--- config.mk ---
export PLATFORM = sky130hd
export DESIGN_NAME = memory_writeback
export DESIGN_NICKNAME = d
export VERILOG_FILES = /design/src/rtl/memory_writeback.sv
export SDC_FILE = /design/constraint.sdc
export NUM_CORES = 1
export LEC_CHECK = 0
export CORE_AREA = 2 2 160 84
export CTS_CLUSTER_SIZE = 10
export DETAILED_ROUTE_END_ITERATION = 7
export DIE_AREA = 0 0 162 86
export PLACE_DENSITY = 0.83
export SYNTH_ARGS = -nofsm -noshare
export SYNTH_HDL_FRONTEND = slang
export SYNTH_SLANG_ARGS = --single-unit
--- constraint.sdc ---
create_clock -name clk_in -period 6.5 [get_ports clk_in]
set_input_delay 1.3 -clock clk_in [delete_from_list [all_inputs] [get_ports clk_in]]
set_output_delay 1.3 -clock clk_in [all_outputs]
set_load 0.05 [all_outputs]
--- src/rtl/memory_writeback.sv ---
// memory_writeback
//   Write side of the Game of Life cell memory. Next-generation 24-bit cell
//   words arrive tagged with row/column counters. They are queued in a small
//   FIFO and written into the bank that the reader is not using. Writes are
//   held off while the read controller owns the RAM port. A flush drains the
//   FIFO, pulses done_out and flips the bank.
//
// Ports
//   clk_in        clock, all logic on posedge
//   rst_in        asynchronous active-high reset
//   data_in       next-generation cell word (24b)
//   hangcount     row index of the word (5b)
//   Ycount        column index of the word (7b)
//   valid_in      data_in/hangcount/Ycount valid
//   ready_out     word accepted on a posedge with valid_in && ready_out
//   rd_active_in  read controller owns the RAM port; no write may issue
//   flush_in      one-cycle end-of-generation pulse
//   write_addr    RAM write address (13b)
//   write_data    RAM write data (24b)
//   write_en      RAM write strobe, one word per high cycle
//   bank_out      bank currently being written; the reader uses ~bank_out
//   done_out      one-cycle pulse when a flush completes
module memory_writeback #(
    parameter int FIFO_DEPTH  = 4,
    parameter int BANK_OFFSET = 4096
) (
    input  logic        clk_in,
    input  logic        rst_in,
    input  logic [23:0] data_in,
    input  logic [4:0]  hangcount,
    input  logic [6:0]  Ycount,
    input  logic        valid_in,
    output logic        ready_out,
    input  logic        rd_active_in,
    input  logic        flush_in,
    output logic [12:0] write_addr,
    output logic [23:0] write_data,
    output logic        write_en,
    output logic        bank_out,
    output logic        done_out
);

    localparam int          AW       = (FIFO_DEPTH > 1) ? $clog2(FIFO_DEPTH) : 1;
    localparam logic [12:0] BANK_ADD = 13'(BANK_OFFSET);
    localparam logic [AW:0] FULL_CNT = (AW+1)'(FIFO_DEPTH);

    typedef struct packed {
        logic [11:0] offset;
        logic [23:0] data;
    } entry_t;

    typedef enum logic [1:0] {IDLE, RUN, DRAIN, DONE} state_t;

    state_t        state, state_nxt;
    entry_t        mem [FIFO_DEPTH];
    logic [AW-1:0] wr_ptr, rd_ptr;
    logic [AW:0]   count;
    logic          full, empty, push, pop;

    assign full      = (count == FULL_CNT);
    assign empty     = (count == '0);
    // Input is closed once a flush has been seen, so the drain terminates.
    assign ready_out = ((state == IDLE) || (state == RUN)) && !full;
    assign push      = valid_in && ready_out;
    assign pop       = !empty && !rd_active_in;
    assign done_out  = (state == DONE);

    always_comb begin
        state_nxt = state;
        case (state)
            IDLE:    if (flush_in) state_nxt = DRAIN;
                     else if (push) state_nxt = RUN;
            RUN:     if (flush_in) state_nxt = DRAIN;
            // A pop at this edge leaves empty low, so DONE comes one edge
            // after the last write issues.
            DRAIN:   if (empty) state_nxt = DONE;
            DONE:    state_nxt = IDLE;
            default: state_nxt = IDLE;
        endcase
    end

    // Storage needs no reset: count gates every read.
    always_ff @(posedge clk_in) begin
        if (push) mem[wr_ptr] <= '{offset: {hangcount, Ycount}, data: data_in};
    end

    always_ff @(posedge clk_in or posedge rst_in) begin
        if (rst_in) begin
            state      <= IDLE;
            wr_ptr     <= '0;
            rd_ptr     <= '0;
            count      <= '0;
            write_en   <= 1'b0;
            write_addr <= '0;
            write_data <= '0;
            bank_out   <= 1'b0;
        end else begin
            state    <= state_nxt;
            write_en <= pop;
            if (push) wr_ptr <= wr_ptr + AW'(1);
            if (pop) begin
                rd_ptr     <= rd_ptr + AW'(1);
                write_addr <= {1'b0, mem[rd_ptr].offset} + (bank_out ? BANK_ADD : 13'd0);
                write_data <= mem[rd_ptr].data;
            end
            case ({push, pop})
                2'b10:   count <= count + (AW+1)'(1);
                2'b01:   count <= count - (AW+1)'(1);
                default: count <= count;
            endcase
            // FIFO is empty and input closed during DONE, so no word can
            // issue with a stale bank.
            if (state == DONE) bank_out <= ~bank_out;
        end
    end

endmodule
Yosys cells after proc, flatten, opt, wreduce, memory -nomap -nowiden --
Memory sizes are Yosys's and may differ from the RTL's. Index checks and enable logic that the tools add are counted.
Operators by class: bitwise gates (word level) 1, add/sub/neg operators 5, equal/unequal tests 9, multiplexer cells 9, reduce and logical (&&, ||, !) cells 11
Operators by type and width (count):
- $add A12 B13 Y13 | 1
- $mux W13 | 1
- $mux W2 | 4
- $pmux W2 S4 | 1
- $eq A2 B2 Y1 const B | 3
- $pmux W3 S2 | 1
- $add A2 B1 Y2 const B | 2
- $eq A2 B1 Y1 const B | 2
- $ne A2 B2 Y1 const B | 2
- $add A3 B1 Y3 const B | 1
- $eq A3 B3 Y1 const B | 1
- $logic_and A1 B1 Y1 | 3
- $logic_not A1 Y1 | 3
- $logic_not A3 Y1 | 1
- $ne A3 B3 Y1 const B | 1
- $reduce_and A3 Y1 | 1
- $sub A3 B1 Y3 const B | 1
- $logic_not A2 Y1 | 1
- $mux W1 | 2
- $reduce_bool A2 Y1 | 1
- $logic_or A1 B1 Y1 | 1
- $not A1 Y1 | 1
Word-level totals: bits in registers 48, memories 1, bits in writable memories 144, bits of input ports 41, output and inout port bits 41, word-level logic and storage cells 44
Memory list:
- mem | words 4, bits a word 36, read ports 1, clocked after Yosys merged registers in 0, write ports 1, RTL line 55 | entry_t mem [FIFO_DEPTH];

Depth between registers and ports, before layout --
depth after elaboration 7, depth in mapped cells 11, gate-level depth less buffers 11

Least setup slack after synthesis --
Ideal clock, no wire load.
path kind input-to-reg, from input valid_in, to memory mem[0][0] (netlist bit) (enable), setup time 0.397 ns, cell stages on the path 3, slack 3.539 ns, buffers on the path 0, data required time 6.103 ns, data arrival time 2.565 ns, path through o21ai_0 -> a21oi_2 -> and2_1
On the way: cells in the longest elaborated chain, start to end 3
RTL lines:
- start, declared | RTL line 32 | input logic valid_in,
- $logic_and A1 B1 Y1 | RTL line 64 | assign push = valid_in && ready_out;
- $mux W1 | RTL line 84 | if (push) mem[wr_ptr] <= '{offset: {hangcount, Ycount}, data: data_in};
- $mux W1 (not written as such) | RTL line 84
- end, declared | RTL line 55
Every way passes these cells.

Worst setup path in the final report --
from register state[0], to output ready_out
On the way: cells in the longest elaborated chain, start to end 3, elaborated cells between the ends (all ways) 4, classes of those cells 1 x eq/ne; 3 x reduce/logical
RTL lines:
- start, declared | RTL line 54 | state_t state, state_nxt;
- start signal, assigned | RTL line 98 | state <= state_nxt;
- $eq A2 B1 Y1 or $logic_not A2 Y1 (tied branches) | RTL line 63 | assign ready_out = ((state == IDLE) || (state == RUN)) && !full;
- $logic_or A1 B1 Y1 * | RTL line 63
- $logic_and A1 B1 Y1 * | RTL line 63
- end, declared | RTL line 33 | output logic ready_out,
Mark *: on every way between the ends. The rest lies on a longest branch, timed or not.

==> results by group <==
Route
  • Pre-antenna DRT Iters: 5
  • Via/cell ratio: 5.57
  • # DRC: 0
  • Antenna viol nets, final: 0
  • Detailed Route WL: 13000 um
  • Wire per inst: 21.6 um
  • Iter 0 DRT Violations: 242
  • Via count: 3346

Synth
  • Synth area leaders: edfxtp_1 60%, dfrtp_1 17%, mux4_2 11%
  • Dominant cell type by area after synthesis: edfxtp_1
  • Distinct cells, synth: 26
  • Sequential element share of the synthesized area: 0.760
  • Post-synthesis cell area: 7270 um^2
  • Synth async-reset ratio: 0.250
  • Share of the synthesized area in the top cell type: 0.595
  • Synth Flop Type: edfxtp_1
  • Number of synthesized flops with an enable pin: 144
  • Post-synth net total: 380
  • Avg Cell Area, Syn: 22.2 um^2
  • Syn. warnings: 0
  • Post-Synthesis Cells: 328
  • Yosys reg bits: 192

Finish
  • Final std cells w/o fill: 601
  • Most frequent cells in the layout: 144 x edfxtp_1, 81 x clkdlybuf4s50_1, 46 x dfrtp_1
  • Finished layout cell area: 8820 um^2
  • Commonest non-fill, non-tap cell in the layout: edfxtp_1
  • Fillers: 720
  • Multi-input gate area: 1620 um^2
  • Share of post-route cells with drive strength above 1: 0.265
  • Final nets: 470
  • Ant. Diodes: 0
  • Layout area overhead: 21.3%
  • Storage cell area: 5530 um^2

Timing
  • Max Freq: 288 MHz
  • Worst-margin pin slew: 1.06 ns
  • Pins Over Slew Limit: 0
  • Hold Vio Cnt, Final: 0
  • Final-report setup violation count: 0
  • Fin crit period: 3.48 ns
  • Setup TNS: 0 ns
  • Worst Hold Margin: 0.499 ns
  • Slew HR: 0.290
  • Tcrit/Tclk final: 0.535
  • RSZ-0062 raised after global routing: no
  • Fin Clk Skew: 0.00881 ns

Die
  • Initial Utilization: 0.586
  • # IOs: 82
  • Die width: 162 um
  • Rows: 29
  • Std-Cell Core Area: 12400 um^2
  • Die Y: 86 um
  • Full die area: 13900 um^2

Pwr
  • Clk pwr share: 0.234
  • Power per cell area: 502 nW/um^2
  • Pleak: 3.09 nW
  • Peak VDD IR: 307 uV
  • Sw frac: 0.347
  • Switch Pwr: 0.00153 W
  • Internal power: 0.00289 W
  • Combinational share of power: 0.355
  • Flop pwr share: 0.412

Setup path
  • Slowest CP cell: clkdlybuf4s50_1
  • Critical path arrival: 2.18 ns
  • Crit path cell chain: inv_1 > ha_1 > nor2_1 > a21oi_1 > clkdlybuf4s50_1
  • Reg-to-Reg Start: state[0]$_DFFE_PP0P_
  • Critical Path RT: 5.20 ns
  • Crit start category: register
  • Buffers and inverters on the worst path: 2
  • R2R Path End: mem[1][18]$_DFFE_PP_
  • R2R depth: 5
  • Delay-heaviest family, CP: buffers and inverters
  • R2R setup slack: 4.06 ns
  • Max FO, Critical Path: 4
  • CP Capture Type: output pin
  • Crit-path max cell delay: 0.82 ns
  • Setup Crit Path Kind: register to output pin

Clock network
  • Root Buffer Master: clkbuf_16
  • H-tree levels: 4
  • Post-cts sizing count: 0
  • Post-CTS Hold Buffers: 0
  • Deepest clock path buffer count: 2
  • Sink Count: 192
  • Post-CTS setup buffer count: 0
  • TritonCTS clock tree: done
  • Clock latency on the worst-skew pair: 0.43 ns
  • Total CTS buffers: 17
  • Clk slew on worst S/H paths: 0.06 ns

Global routing
  • Vias in the first global route: 3602
  • Initial antenna violation count: 0
  • Global route overflow: 0
  • Tot GR Track Use: 0.204
  • Global-route wire length before repair: 20400 um
  • Largest net degree at the start of global routing: 49

Place
  • IO Port Bufs: 81
  • Final Wtd Congestion: 0.724
  • Cells after DPL: 569
  • HPWL after detailed placement: 7720 um
  • Post-DP Area: 8220 um^2

Min path
  • Hold Crit Depth: 1
  • Worst hold start: bank_out$_DFFE_PP0P_
  • Hold Crit Class: register to register
  • Hold EP: bank_out$_DFFE_PP0P_

Job
  • Maxcap violations: 0

Outcome
  • Outcome: completed
## cells in the mapped netlist, types with 2 or more instances
cell,n
edfxtp_1,144
dfrtp_1,48
mux4_2,35
mux2_2,32
ha_1,10
inv_1,10
buf_2,8
mux2_4,5
and2_1,4
mux2i_1,4
nor2_1,4
xor2_1,4
xnor2_1,3
buf_12,2
nand2_1,2
nand2b_1,2
o21ai_0,2
## cell families (layout without fill, tap and decap cells)
kind of cell,Yosys count,in the layout,share of synthesized area
simple gates,13,13,0.00895
buf+inv,22,125,0.0183
compound gates,5,5,0.00482
xor+xnor,7,7,0.00844
fa+ha+maj,11,11,0.0200
mux,78,78,0.179
flops,192,192,0.760
## cell type report
| class | count | area share |
|---|---|---|
| sequential | 192 | 0.627 |
| clock buffer | 20 | 0.0518 |
| inverter | 10 | 0.00426 |
| tap | 170 | 0.0241 |
| timing repair buffer | 83 | 0.0937 |
| multi-input combinational | 114 | 0.184 |
| clock inverter | 12 | 0.0153 |
## stage by stage
step	util	power, W	setup slack (ns)
2_1_floorplan	-	0.00295	3.54
3_3_place_gp	0.663	0.00337	2.96
3_5_place_dp	0.663	0.00342	2.84
4_1_cts	0.710	0.00447	3.00
5_1_grt	0.710	0.00461	2.91
6_report	0.710	0.00443	3.02
## state kept, by name, indices dropped and copies added, names as in the netlist
name and flops:
write_en 1, write_data 24, bank_out 1, state 2
write_addr 13, count 3, wr_ptr 2, mem 144
rd_ptr 2
## layer usage
layer	GRT usage	wire, um	up-vias
li1	-	-	1473
met1	0.300	5940	1744
met2	0.309	6120	117
met3	0.0450	745	12
met4	0.0756	151	0
met5	0	0	-
## how the worst max path moves through the flow
stage | slack, ns | depth (start not counted) | from | to
4_1_cts | 3.00 | 5 | state[1]$_DFFE_PP0P_ | ready_out
3_3_place_gp | 2.96 | 9 | rd_active_in | count[2]$_DFFE_PP0P_
6_report | 3.02 | 5 | state[0]$_DFFE_PP0P_ | ready_out
3_5_place_dp | 2.84 | 9 | rd_active_in | count[2]$_DFFE_PP0P_
2_1_floorplan | 3.54 | 3 | valid_in | mem[0][0]$_DFFE_PP_
5_1_grt | 2.91 | 5 | state[1]$_DFFE_PP0P_ | ready_out
## power by group through the flow
stage | registers, W | clock network (W) | logic, W
floorplan | 0.00217 | 0 | 0.000774
global route | 0.00186 | 0.00110 | 0.00166
finish | 0.00182 | 0.00103 | 0.00157
detailed placement | 0.00185 | 0 | 0.00157
global placement | 0.00183 | 0 | 0.00154
CTS | 0.00183 | 0.00105 | 0.00158
Power figures use the tool's default switching activity.
